===== src/rtl/vga_fetch_pkg.sv =====
// Shared constants and types for the VGA pixel-fetch stage.
// Optional test-pattern build is selected with VGA_FETCH_TESTPAT_EN (see vga_pixel_fetch).
package vga_fetch_pkg;

  localparam int H_ACTIVE = 640;
  localparam int V_ACTIVE = 480;

  localparam int DEF_IMG_W  = 256;
  localparam int DEF_IMG_H  = 256;
  localparam int DEF_H_OFF  = (H_ACTIVE - DEF_IMG_W) / 2;
  localparam int DEF_V_OFF  = (V_ACTIVE - DEF_IMG_H) / 2;
  localparam int DEF_RD_LAT = 2;
  localparam logic [7:0] DEF_BORDER_GRAY = 8'h20;

  typedef enum logic [1:0] {
    PIX_BLACK  = 2'd0,
    PIX_BORDER = 2'd1,
    PIX_IMAGE  = 2'd2
  } pix_class_t;

  // rel is coord-offset with 10-bit wrap, so coordinates left of/above the
  // window wrap to large values and fall outside the span.
  function automatic logic rel_in_span(input logic [9:0] rel, input int size);
    return ({1'b0, rel} < 11'(size));
  endfunction

endpackage


===== src/rtl/vga_pixel_fetch_sig_delay.sv =====
// Fixed-depth shift register with a per-bit reset value; carries the
// classification and DAC strobes alongside the framebuffer read latency.
module sig_delay
  import vga_fetch_pkg::*;
#(
  parameter int             W       = 1,
  parameter int             DEPTH   = 1,
  parameter logic [W-1:0]   RST_VAL = '0
) (
  input  logic         clk,
  input  logic         reset,
  input  logic [W-1:0] d,
  output logic [W-1:0] q
);

  logic [W-1:0] stage [DEPTH];

  always_ff @(posedge clk) begin
    if (reset) begin
      for (int i = 0; i < DEPTH; i++) stage[i] <= RST_VAL;
    end else begin
      stage[0] <= d;
      for (int i = 1; i < DEPTH; i++) stage[i] <= stage[i-1];
    end
  end

  assign q = stage[DEPTH-1];

endmodule


===== src/rtl/vga_pixel_fetch.sv =====
// Maps the 640x480 raster onto a framebuffer window, issues reads and drives grey RGB.
// Define VGA_FETCH_TESTPAT_EN to add the test_en port and the x^y test pattern.
module vga_pixel_fetch
  import vga_fetch_pkg::*;
#(
  parameter int         IMG_W       = DEF_IMG_W,
  parameter int         IMG_H       = DEF_IMG_H,
  parameter int         H_OFF       = DEF_H_OFF,
  parameter int         V_OFF       = DEF_V_OFF,
  parameter int         RD_LAT      = DEF_RD_LAT,
  parameter logic [7:0] BORDER_GRAY = DEF_BORDER_GRAY
) (
  input  logic        clk,
  input  logic        reset,
`ifdef VGA_FETCH_TESTPAT_EN
  input  logic        test_en,
`endif
  input  logic [9:0]  in_x,
  input  logic [9:0]  in_y,
  input  logic        in_video_on,
  input  logic        in_hsync,
  input  logic        in_vsync,
  input  logic        in_blank,
  input  logic        in_sync,
  output logic [15:0] pix_addr,
  output logic        pix_rd_en,
  input  logic [7:0]  pix_data,
  output logic        hsync,
  output logic        vsync,
  output logic        blank,
  output logic        sync,
  output logic [7:0]  rgb_r,
  output logic [7:0]  rgb_g,
  output logic [7:0]  rgb_b,
  output logic        frame_start
);

  localparam int L      = RD_LAT + 1;
  localparam int BASE_W = 7;
  // base bus: {frame_start, class[1:0], hsync, vsync, blank, sync}
  localparam logic [BASE_W-1:0] BASE_RST = 7'b000_1100;
`ifdef VGA_FETCH_TESTPAT_EN
  localparam int DW = BASE_W + 9;
  localparam logic [DW-1:0] DLY_RST = {9'd0, BASE_RST};
`else
  localparam int DW = BASE_W;
  localparam logic [DW-1:0] DLY_RST = BASE_RST;
`endif

  logic [9:0]  x_rel;
  logic [9:0]  y_rel;
  logic        in_win;
  logic        fs_in;
  logic        rd_ok;
  pix_class_t  cls_in;
  logic [DW-1:0] dly_in;
  logic [DW-1:0] dly_out;
  pix_class_t  cls_d;
  logic [7:0]  img_gray;
  logic [7:0]  gray_nxt;

  assign x_rel  = in_x - 10'(H_OFF);
  assign y_rel  = in_y - 10'(V_OFF);
  assign in_win = in_video_on & rel_in_span(x_rel, IMG_W) & rel_in_span(y_rel, IMG_H);
  assign fs_in  = in_video_on & (in_x == 10'd0) & (in_y == 10'd0);

  always_comb begin
    cls_in = PIX_BLACK;
    if (in_win)           cls_in = PIX_IMAGE;
    else if (in_video_on) cls_in = PIX_BORDER;
  end

`ifdef VGA_FETCH_TESTPAT_EN
  assign rd_ok  = ~test_en;
  assign dly_in = {test_en, x_rel[7:0] ^ y_rel[7:0],
                   fs_in, cls_in, in_hsync, in_vsync, in_blank, in_sync};
`else
  assign rd_ok  = 1'b1;
  assign dly_in = {fs_in, cls_in, in_hsync, in_vsync, in_blank, in_sync};
`endif

  // Address holds while outside the window so the read port stays quiet.
  always_ff @(posedge clk) begin
    if (reset) begin
      pix_addr  <= 16'h0000;
      pix_rd_en <= 1'b0;
    end else begin
      pix_rd_en <= in_win & rd_ok;
      if (in_win) pix_addr <= {y_rel[7:0], x_rel[7:0]};
    end
  end

  sig_delay #(
    .W      (DW),
    .DEPTH  (L),
    .RST_VAL(DLY_RST)
  ) u_dly (
    .clk  (clk),
    .reset(reset),
    .d    (dly_in),
    .q    (dly_out)
  );

  assign cls_d = pix_class_t'(dly_out[5:4]);

`ifdef VGA_FETCH_TESTPAT_EN
  assign img_gray = dly_out[DW-1] ? dly_out[DW-2:BASE_W] : pix_data;
`else
  assign img_gray = pix_data;
`endif

  always_comb begin
    gray_nxt = 8'h00;
    case (cls_d)
      PIX_IMAGE:  gray_nxt = img_gray;
      PIX_BORDER: gray_nxt = BORDER_GRAY;
      default:    gray_nxt = 8'h00;
    endcase
  end

  // Output register sits on the edge where pix_data for this pixel is valid.
  always_ff @(posedge clk) begin
    if (reset) begin
      hsync       <= 1'b1;
      vsync       <= 1'b1;
      blank       <= 1'b0;
      sync        <= 1'b0;
      rgb_r       <= 8'h00;
      rgb_g       <= 8'h00;
      rgb_b       <= 8'h00;
      frame_start <= 1'b0;
    end else begin
      hsync       <= dly_out[3];
      vsync       <= dly_out[2];
      blank       <= dly_out[1];
      sync        <= dly_out[0];
      rgb_r       <= gray_nxt;
      rgb_g       <= gray_nxt;
      rgb_b       <= gray_nxt;
      frame_start <= dly_out[6];
    end
  end

endmodule


===== config.mk =====
export PLATFORM = sky130hd
export DESIGN_NAME = vga_pixel_fetch
export DESIGN_NICKNAME = d
export VERILOG_FILES = /design/src/rtl/vga_fetch_pkg.sv /design/src/rtl/vga_pixel_fetch_sig_delay.sv /design/src/rtl/vga_pixel_fetch.sv
export SDC_FILE = /design/constraint.sdc
export NUM_CORES = 1
export LEC_CHECK = 0
export ABC_AREA = 0
export BUFFER_PORTS_ARGS = -buffer_cell sky130_fd_sc_hd__buf_2
export CAP_MARGIN = 20
export CORE_MARGIN = 10
export CORE_UTILIZATION = 48
export CTS_CLUSTER_SIZE = 14
export DETAILED_ROUTE_END_ITERATION = 6
export GPL_ROUTABILITY_DRIVEN = 0
export PLACE_DENSITY = 0.82
export SKIP_CTS_REPAIR_TIMING = 1
export SKIP_LAST_GASP = 1
export SLEW_MARGIN = 40
export SYNTH_ARGS = -nofsm -noshare
export SYNTH_HDL_FRONTEND = slang
export SYNTH_HIERARCHICAL = 1
export SYNTH_SLANG_ARGS = --single-unit

===== constraint.sdc =====
create_clock -name clk -period 2.32 [get_ports clk]
set_input_delay 0.696 -clock clk [delete_from_list [all_inputs] [get_ports clk]]
set_output_delay 0.696 -clock clk [all_outputs]
set_load 0.05 [all_outputs]

Yosys cells after proc, flatten, opt, wreduce, memory -nomap -nowiden. Memory sizes are Yosys's and may differ from the RTL's. Index checks and enable logic that the tools add are counted.

Word-level logic and storage cells: 33. RAM bits: 21. Bits of input ports: 35. Output and inout bits: 46. Memories kept: 1. Register bits: 30.

Memories: u_dly.stage (words 3, bits a word 7, read ports 3, clocked after Yosys merged registers in 0, write ports 3, line vga_pixel_fetch_sig_delay.sv:16) `logic [W-1:0] stage [DEPTH];`.

Bitwise operators: 7. Multiplexer cells: 9. Eq/ne operators: 2. Add/sub/neg operators: 2. Magnitude comparators: 2. Reduce and logical (&&, ||, !) cells: 2.

Operator list (count): 7-bit two-way mux (3); 10-bit logical NOT (2); 10-bit by 9-bit less-than comparator with 1-bit output, second input constant (2); 8-bit case mux with 2 select lines (1); 10-bit by 7-bit subtractor with 10-bit output, second input constant (1); 10-bit by 8-bit subtractor with 10-bit output, second input constant (1); 1-bit AND (4); 1-bit two-way mux (4); 1-bit OR (3); 2-bit by 1-bit == test with 1-bit output, second input constant (1); 2-bit == test, second input constant (1); 2-bit two-way mux (1).

Logic depth before layout (Yosys ltp). Gate-level depths: netlist of the first run.

Depth after elaboration: 6. Gate-level depth with buffers: 7. Depth with buffers taken out: 6.

Cells and area by module. Netlist of the first run, hierarchy kept.

By module, submodules not included: vga_pixel_fetch (instances 1, sequential area each 600.6 µm², cells each 150, area each 1465.2 µm²); sig_delay (instances 1, sequential area each 420.4 µm², cells each 51, area each 620.6 µm²).

Worst setup path after synthesis of the first run. No wires, ideal clock.

Path type: input to register. From: input port in_y[4]. To: register pix_addr[12]. Path buffers: 0. Data required time: 2199 ps. Stages: 6. Library setup time: 121 ps. Slack: 323 ps. Arrival: 1876 ps. Cell sequence: ha_1 a21oi_1 xnor2_1 o2111ai_2 inv_4 mux2_2.

Longest elaborated chain between the ends: 3.

Ends and longest elaborated chain: from (decl) (line vga_pixel_fetch.sv:19) `input logic [9:0] in_y,`; 10-bit by 7-bit subtractor with 10-bit output * (line vga_pixel_fetch.sv:63) `assign y_rel = in_y - 10'(V_OFF);`; 10-bit by 9-bit less-than comparator with 1-bit output (line vga_fetch_pkg.sv:24) `return ({1'b0, rel} < 11'(size));`; 1-bit AND (line vga_pixel_fetch.sv:64) `assign in_win = in_video_on & rel_in_span(x_rel, IMG_W) & rel_in_span(y_rel, IMG_H);`; to (signal assigned) (line vga_pixel_fetch.sv:89) `if (in_win) pix_addr <= {y_rel[7:0], x_rel[7:0]};`; to (decl) (line vga_pixel_fetch.sv:25) `output logic [15:0] pix_addr,`.

Mark *: on every way between the ends. The rest lies on a longest branch, timed or not. A chain may end at the register's enable or synchronous reset.

Worst setup path in the final report of the first run.
From: input port in_y[4]. To: register pix_addr[6].

Longest elaborated chain between the ends: 3.

Ends and longest elaborated chain (line): 10-bit by 7-bit subtractor with 10-bit output (vga_pixel_fetch.sv:63); 10-bit by 9-bit less-than comparator with 1-bit output (vga_fetch_pkg.sv:24); 1-bit AND (vga_pixel_fetch.sv:64).

No other way between the ends.

==> results.json, run 1 <==
{
  "firstDrtPassIters": 4,
  "seq_area_frac_synth_pct": 49.0,
  "worst_setup_path_start_kind": "input port",
  "synth-simple-area-share_pct": 23.5,
  "path_clk_slew_ns": 0.09,
  "powerDensity_nw_per_um2": 673,
  "drt_iter0_markers": 34,
  "ir_worst_vdd_mv": 0.251,
  "num_antenna_cells": 0,
  "ys_types": 29,
  "slowest_delay_ns": 0.33,
  "synthXorXnorAreaFrac_pct": 1.68,
  "core.rowCount": 23,
  "yosys_warnings": 6,
  "first_global_vias": 1471,
  "wl_per_cell_um": 12.6,
  "fin_crit_ns": 1.92,
  "htree_levels": 2,
  "cp_max_fo": 5,
  "layout-drive-gt1-share_pct": 38.5,
  "status": "finished, final reports clean",
  "grt_util_met1_pct": 10.7,
  "swShare_pct": 21.8,
  "ioPinCount": 81,
  "synth-compound-area-share_pct": 2.64,
  "maxCapViolations": 0,
  "power_frac_comb_pct": 8.6,
  "die_area_sq_um": 7380,
  "grt_util_met3_pct": 6.34,
  "cts_tree": "built",
  "cts_buffer_depth": 2,
  "overflow": 0,
  "drc_errors": 0,
  "cts-buffers-inserted": 5,
  "initial_core_util_pct": 50.7,
  "setup_slack_ns": 0.405,
  "ys_ff_latch": 51,
  "setup_viol": 0,
  "tns_ns": 0,
  "cp_cell_sequence": "buf_2 > ha_1 > a21oi_1 > xnor2_1 > o2111ai_2 > inv_4 > mux2_2",
  "area_growth_pct": 19.4,
  "r2r_start": "u_dly/stage[0][18]",
  "post-route-cell-area_sq_um": 2490,
  "grt_max_degree": 45,
  "seqPwrFrac_pct": 53.5,
  "antenna_found_initial": 0,
  "critPathBufInv": 2,
  "crit_slowest_cell": "mux2_2",
  "crit_cells": 7,
  "reg2reg_depth": 4,
  "die_width_um": 85.9,
  "hold_violations": 0,
  "syn_inst": 201,
  "p_leak_nw": 1.17,
  "grt_use_total_pct": 10.5,
  "synth_edf_count": 0,
  "met2_usage_pct": 17.4,
  "fin_skew_ns": 0.00274,
  "busiest_layer": "met2",
  "slew_viol_final": 0,
  "ys.flop_type": "dfxtp_1",
  "power.switching_mw": 0.365,
  "synth.cell_area_sq_um": 2090,
  "die_h_um": 85.9,
  "synth_top_family_by_area": "simple AND/OR/NAND/NOR gates",
  "route.antenna.remaining_nets": 0,
  "cp-end-kind": "register",
  "place_hpwl_um": 3150,
  "min_to": "u_dly/stage[0][9]",
  "vias_per_cell": 4.59,
  "async_reset_ff_share_pct": 0,
  "coreArea_sq_um": 4120,
  "pre_cts_ws_ns": 0.0906,
  "min_path_type": "register to register",
  "hold_start": "u_dly/stage[0][2]",
  "power_frac_clock_pct": 37.9,
  "maxSlewHeadroom_pct": 59.1,
  "critPathTopFamily": "compound AO/OA/AOI/OAI gates",
  "synthAdderAreaFrac_pct": 3.60,
  "worstSkewPairLatency_ns": 0.29,
  "intPower_mw": 1.31,
  "rsz0062_at_grt": "no",
  "vias": 1431,
  "dpl_cell_area_sq_um": 2370,
  "clk_root_buffer_cell": "clkbuf_8",
  "avgSynthCellArea_sq_um": 10.4,
  "drt_wl_total_um": 3940,
  "max_freq_ghz": 0.522,
  "yosys-mux-area-fraction_pct": 7.92,
  "holdPathStages": 1,
  "path_class": "input port to register",
  "min_period_over_period_pct": 82.6,
  "clock-sinks": 51,
  "layout.nets": 302,
  "synth_nets": 242,
  "crit_required_ns": 2.51,
  "tightest_slew_ns": 0.614,
  "r2r_end": "rgb_b[2]",
  "crit_arrival_ns": 2.11,
  "reg2reg_slack_ns": 1.25,
  "io_buffers": 80,
  "grt_pass1_wl_um": 6380
}
area by class of cell:
class                           instances  area, sq um
Fill cell                             351         1630
Sequential cell                        51         1020
Multi-Input combinational cell        113          821
Timing Repair Buffer                   83          435
Clock buffer                            6         82.6
Tap cell                               50         62.6
Clock inverter                          2         38.8
Inverter                                7         28.8
worst reg2reg max path: stages, from the launching register on:
cell	delay [ns]
dfxtp_1	0.34
inv_1	0.05
ha_1	0.19
nor2b_1	0.18
and2_1	0.21
worst max-delay path by stage:
stage | startpoint | endpoint | slack (ns)
after floorplan | in_y[4] | pix_addr[12] | 0.32
after global placement | in_y[4] | pix_addr[12] | 0.15
after detailed placement | in_y[4] | pix_addr[6] | 0.09
after CTS | in_y[4] | pix_addr[1] | 0.40
after global routing | in_y[4] | pix_addr[13] | 0.29
final | in_y[4] | pix_addr[6] | 0.40
cells in the mapped netlist, drive strengths merged (4+ instances only):
cell type	n	area [sq um]
dfxtp	51	1020
buf	26	200
nand2b	25	156
nor2b	23	144
mux2i	12	120
and2	8	50.1
or2	8	50.1
inv	7	28.8
nor2	7	26.3
ha	6	75.1
clkbuf	4	15.0
mux2	4	45.0
xnor2	4	35.0
flip-flops by register name, summed over array words and instances (netlist names):
signal / cells
pix_rd_en: 1
vsync: 1
pix_addr: 16
blank: 1
hsync: 1
u_dly/stage: 21
sync: 1
rgb_b: 8
frame_start: 1
cell usage in the layout (no fill, tap or decap), types with 3 or more instances in the layout:
cell,instances
nor2b_1,23
a21oi_1,3
nor2_1,7
buf_2,80
inv_1,6
mux2_2,4
ha_1,6
dfxtp_1,51
or2_1,6
nand2b_1,25
clkbuf_8,6
nor4_1,3
xnor2_1,4
and2_1,8
mux2i_1,12
cell families (layout without fill, tap and decap cells):
| kind of cell | after synthesis | after routing |
|---|---|---|
| buffers and inverters | 37 | 98 |
| multiplexers | 16 | 16 |
| XOR/XNOR | 4 | 4 |
| flip-flops | 51 | 51 |
| adder cells (fa/ha/maj) | 6 | 6 |
| AND/OR/NAND/NOR | 81 | 81 |
| AO/OA/AOI/OAI | 6 | 6 |
through the flow:
step	power [mW]	hold slack, ns	std cells	util (%)
2_1_floorplan	1.01	0.383	201	-
3_3_place_gp	1.06	0.386	304	57.6
3_5_place_dp	1.06	0.395	304	57.6
4_1_cts	1.70	0.417	312	60.5
5_1_grt	1.74	0.438	312	60.5
6_report	1.68	0.411	312	60.5
power by group through the flow:
| stage | Sequential [mW] | Combinational, mW | Clock (mW) |
|---|---|---|---|
| after floorplan | 0.939 | 0.0691 | 0 |
| after global placement | 0.916 | 0.142 | 0 |
| after detailed placement | 0.917 | 0.145 | 0 |
| after CTS | 0.897 | 0.145 | 0.655 |
| after global routing | 0.899 | 0.159 | 0.684 |
| final | 0.897 | 0.143 | 0.635 |
per-layer routing:
layer	wire (um)	vias to the layer above
met4	53	0
met3	517	7
met5	0	-
met1	1590	627
li1	-	732
met2	1780	65
(Power assumes the default switching activity.)
==> inputs of run 2 (changes only) <==
ABC_AREA = 1   (was 0)
CORE_UTILIZATION = 44   (was 48)
PLACE_DENSITY = 0.78   (was 0.82)
clock period = 1.7 ns   (was 2.32 ns; I/O delays follow)
==> run 2 against run 1 <==
Net effect: final cell count up 36%; via count grew 29%; synthesized area is 7.7% higher; flip-flop and latch count stayed put; sequential share of layout area decreased by 3.5 points; clock power increased by 14%; utilization shrank 4.4 points.
==> results.json, run 2 <==
{
  "synthAdderAreaFrac_pct": 3.34,
  "setup_slack_ns": 0.206,
  "whs_ns": 0.383,
  "synth_top_family_by_area": "simple AND/OR/NAND/NOR gates",
  "crit_arrival_ns": 1.74,
  "swShare_pct": 26.6,
  "post-route-cell-area_sq_um": 2720,
  "power_frac_comb_pct": 14.2,
  "crit_required_ns": 1.94,
  "cts_buffer_depth": 2,
  "p_total_mw": 2.29,
  "grt_max_degree": 31,
  "synth_area_leaders": "dfxtp_1 (45%), inv_1 (8.7%), buf_4 (8.0%), nor2_1 (7.4%), nand2_1 (6.7%)",
  "synthXorXnorAreaFrac_pct": 0.390,
  "status": "finished, final reports clean",
  "dpl_cell_area_sq_um": 2630,
  "ys_ff_latch": 51,
  "pre_cts_ws_ns": -0.136,
  "overflow": 0,
  "place_hpwl_um": 3690,
  "reg2reg_depth": 4,
  "area_growth_pct": 21.1,
  "fill_cells": 454,
  "cp-end-kind": "register",
  "fin_crit_ns": 1.49,
  "intPower_mw": 1.68,
  "worstSkewPairLatency_ns": 0.30,
  "worst_setup_path_start_kind": "input port",
  "maxCapViolations": 0,
  "drc_errors": 0,
  "multi_input_area_sq_um": 778,
  "htree_levels": 2,
  "synth.cell_area_sq_um": 2250,
  "yosysMostFrequentCell": "inv_1",
  "layout.cells.non_filler": 423,
  "cp_max_fo": 11,
  "fin_skew_ns": 0.00290,
  "fin_util_pct": 56.1,
  "coreArea_sq_um": 4850,
  "synth_common_cells": "inv_1 (52), dfxtp_1 (51), nor2_1 (44)",
  "synth-compound-area-share_pct": 0.669,
  "cts_tree": "built",
  "dp_cells": 415,
  "async_reset_ff_share_pct": 0,
  "power_frac_clock_pct": 31.7,
  "initial_core_util_pct": 46.3,
  "r2r_start": "u_dly/stage[0][18]",
  "min_period_over_period_pct": 87.9,
  "avgSynthCellArea_sq_um": 7.85,
  "reg_top3": "u_dly/stage (21), pix_addr (16), rgb_b (8)",
  "io_buffers": 80,
  "antenna_found_initial": 0,
  "setup_viol": 0,
  "drt_wl_total_um": 4650,
  "path_class": "input port to register",
  "largest_reg_flops": 21,
  "num_antenna_cells": 0,
  "path_clk_slew_ns": 0.09,
  "holdPathStages": 3,
  "seqCellArea_sq_um": 1020,
  "top_register": "u_dly/stage",
  "layout.nets": 396,
  "hold_start": "in_hsync",
  "synth_top_area_cell": "dfxtp_1",
  "p_leak_nw": 1.46,
  "seqPwrFrac_pct": 54.1,
  "route.antenna.remaining_nets": 0,
  "cts-buffers-inserted": 5,
  "seq_area_frac_synth_pct": 45.5,
  "firstDrtPassIters": 4,
  "rsz0062_at_grt": "no",
  "ioPinCount": 81,
  "wl_per_cell_um": 11.0,
  "core.rowCount": 25,
  "r2r_end": "rgb_b[5]",
  "min_to": "u_dly/stage[0][3]",
  "vias": 1853,
  "yosys-mux-area-fraction_pct": 0,
  "power.switching_mw": 0.608,
  "maxSlewHeadroom_pct": 66.7,
  "powerDensity_nw_per_um2": 840,
  "die_area_sq_um": 8360,
  "synth_top_area_share_pct": 45.5,
  "synth-simple-area-share_pct": 30.3,
  "die_width_um": 91.4,
  "synth_edf_count": 0,
  "hold_violations": 0,
  "max_freq_ghz": 0.670,
  "slew_viol_final": 0,
  "clk_root_buffer_cell": "clkbuf_8",
  "grt_use_total_pct": 10.9,
  "tightest_slew_ns": 0.499,
  "final_common_cell": "buf_2",
  "vias_per_cell": 4.38,
  "grt_pass1_wl_um": 7650,
  "die_h_um": 91.4,
  "min_path_type": "input port to register",
  "synth_nets": 327,
  "syn_inst": 286,
  "first_global_vias": 1791,
  "layout-drive-gt1-share_pct": 35.4,
  "yosys_warnings": 6,
  "final_cell_mix": "buf_2 (80), inv_1 (52), dfxtp_1 (51)",
  "ys.flop_type": "dfxtp_1",
  "ys_types": 24,
  "clock-sinks": 51,
  "reg2reg_slack_ns": 0.73,
  "drt_iter0_markers": 86,
  "ir_worst_vdd_mv": 0.484,
  "crit_start": "in_x[6]",
  "tns_ns": 0
}
## run 2: worst max-delay path by stage
stage	end	slack (ns)	cells after the start
CTS	pix_addr[1]	0.19	10
finish	pix_addr[1]	0.21	10
detailed placement	pix_addr[1]	-0.14	10
floorplan	u_dly/stage[0][4]	0.02	10
global placement	pix_addr[15]	-0.08	10
global route	pix_addr[1]	0.08	10
## run 2: area by class of cell
type,instances,area share [%]
clock buffer,7,3.17
clock inverter,1,0.322
inverter,53,7.31
multi-input combinational,150,28.6
sequential,51,37.5
tap,67,3.08
timing repair buffer,94,20.0
## run 2: critical path, cell delays in order
cell and delay, ns:
buf_2 0.11, ha_1 0.20, nand2_1 0.07, inv_1 0.04, nor3_1 0.12, nand3b_1 0.21
nor2_8 0.20, buf_12 0.14, nor2_1 0.04, nor2_1 0.10
## run 2: kinds of logic (layout without fill, tap and decap cells)
kind of cell    count (synthesis)  in the layout
flops                          51             51
fa+ha+maj                       6              6
xor+xnor                        1              1
buf+inv                        85            155
compound gates                  3              3
simple gates                  140            140
## run 2: routing by layer
metal	vias up	share of wire [%]	track usage (%)
li1	974	-	-
met1	785	40	11.2
met2	84	44	16.8
met3	10	15	7.16
met4	0	1.6	5.09
met5	-	0	0
## run 2: power groups by stage
stage	combinational (mW)	sequential, mW	clock, mW
finish	0.325	1.24	0.725
global route	0.361	1.24	0.801
CTS	0.328	1.24	0.761
detailed placement	0.327	1.26	0
global placement	0.319	1.26	0
floorplan	0.161	1.32	0
==> inputs of run 3 (changes only) <==
PLACE_DENSITY = 0.75   (was 0.78)
==> run 3 against run 2 <==
Net effect: final area increased by 0.74%; combinational power about the same; clock power increased by 14%; count of clock-buffer cells in the layout decreased by 2; worst hold slack got worse by 0.0062 ns; largest power group unchanged; highest routed layer unchanged.
==> results.json, run 3 (synthesis results as in run 2) <==
{
  "drc_errors": 0,
  "fin_util_pct": 56.5,
  "crit_start": "in_x[6]",
  "clk_root_buffer_cell": "clkbuf_8",
  "antenna_found_initial": 0,
  "min_to": "u_dly/stage[0][2]",
  "tightest_slew_ns": 0.466,
  "clock-sinks": 51,
  "path_common_cell": "nor2_1",
  "cts_tree": "built",
  "crit_required_ns": 1.93,
  "multi_input_area_sq_um": 778,
  "vias": 1838,
  "crit_arrival_ns": 1.75,
  "holdPathStages": 3,
  "worst_setup_path_start_kind": "input port",
  "largest_reg_flops": 21,
  "wl_per_cell_um": 10.8,
  "layout-drive-gt1-share_pct": 36.0,
  "die_h_um": 91.4,
  "route.antenna.remaining_nets": 0,
  "die_area_sq_um": 8360,
  "min_period_over_period_pct": 89.3,
  "drt_wl_total_um": 4600,
  "hold_violations": 0,
  "min_path_type": "input port to register",
  "hold_start": "in_vsync",
  "r2r_start": "u_dly/stage[0][18]",
  "setup_slack_ns": 0.183,
  "htree_levels": 2,
  "cp-end-kind": "register",
  "ir_worst_vdd_mv": 0.509,
  "cp_cell_sequence": "buf_2 > ha_1 > nand2_1 > inv_1 > nor3_1 > nand3b_1 > nor2_8 > buf_12 > nor2_1 > nor2_1",
  "dp_cells": 417,
  "status": "finished, final reports clean",
  "overflow": 0,
  "maxSlewHeadroom_pct": 68.9,
  "rsz0062_at_grt": "no",
  "layout.nets": 398,
  "powerDensity_nw_per_um2": 870,
  "core.rowCount": 25,
  "place_hpwl_um": 3710,
  "top_register": "u_dly/stage",
  "reg2reg_slack_ns": 0.72,
  "io_buffers": 80,
  "cts-buffers-inserted": 5,
  "p_leak_nw": 1.47,
  "area_growth_pct": 22.0,
  "grt_use_total_pct": 11.4,
  "fin_crit_ns": 1.52,
  "grt_max_degree": 17,
  "worstSkewPairLatency_ns": 0.30,
  "cp_max_fo": 10,
  "setup_viol": 0,
  "seqCellArea_sq_um": 1020,
  "firstDrtPassIters": 5,
  "path_class": "input port to register",
  "r2r_end": "rgb_b[5]",
  "final_common_cell": "buf_2",
  "cts_buffer_depth": 2,
  "fill_cells": 458,
  "pre_cts_ws_ns": -0.121,
  "vias_per_cell": 4.32,
  "layout.cells.non_filler": 425,
  "reg_top3": "u_dly/stage (21), pix_addr (16), rgb_b (8)",
  "slowest_delay_ns": 0.21,
  "maxCapViolations": 0,
  "first_global_vias": 1897,
  "initial_core_util_pct": 46.3,
  "ioPinCount": 81,
  "reg2reg_depth": 4,
  "crit_slowest_cell": "nand3b_1",
  "coreArea_sq_um": 4850,
  "drt_iter0_markers": 83,
  "path_clk_slew_ns": 0.09,
  "num_antenna_cells": 0,
  "final_cell_mix": "buf_2 (80), inv_1 (52), dfxtp_1 (51)",
  "max_freq_ghz": 0.659,
  "slew_viol_final": 0,
  "grt_pass1_wl_um": 8120,
  "fin_skew_ns": 0.00625,
  "die_width_um": 91.4
}
run 3: how the worst max path moves through the flow:
| stage | to | slack, ns | depth (start not counted) |
|---|---|---|---|
| after global routing | pix_addr[4] | 0.09 | 10 |
| after CTS | pix_addr[3] | 0.19 | 10 |
| after floorplan | u_dly/stage[0][4] | 0.02 | 10 |
| after detailed placement | pix_addr[3] | -0.12 | 10 |
| after global placement | pix_addr[15] | -0.08 | 10 |
| final | pix_addr[3] | 0.18 | 10 |
run 3: final cells by class:
class,instances,area share [%]
flip-flops and latches,51,37.3
multi-input cells,150,28.4
repair buffers,96,19.9
inverters,53,7.26
well taps,67,3.06
clock buffers,5,2.51
clock inverters,3,1.60
run 3: where the power goes:
| part | internal [mW] | total [mW] | switching [mW] | leakage [nW] |
|---|---|---|---|---|
| Combinational | 0.120 | 0.325 | 0.205 | 1.00 |
| Clock | 0.438 | 0.824 | 0.386 | 0.0581 |
| Sequential | 1.22 | 1.24 | 0.0116 | 0.415 |
| Total | 1.78 | 2.38 | 0.603 | 1.47 |
run 3: worst max-delay path: cells and delay by family:
| kind | cells | cell delay (ns) |
|---|---|---|
| simple gates | 6 | 0.75 |
| fa+ha+maj | 1 | 0.20 |
| buf+inv | 3 | 0.29 |
run 3: per-layer routing:
layer  vias up  share of wire (%)  track usage, %
li1        979                  -               -
met1       773                 41            12.1
met2        75                 44            18.9
met3        11                 13            6.34
met4         0                1.5            3.66
met5         -                  0               0
run 3: per-stage QoR:
stage          TNS (ns)  total power [mW]  instance area, sq um  hold WS, ns
2_1_floorplan         0              1.48                  2250        0.388
3_3_place_gp      -1.22              1.58                  2630        0.389
3_5_place_dp      -1.69              1.59                  2630        0.395
4_1_cts               0              2.42                  2740        0.368
5_1_grt               0              2.51                  2740        0.378
6_report              0              2.38                  2740        0.377
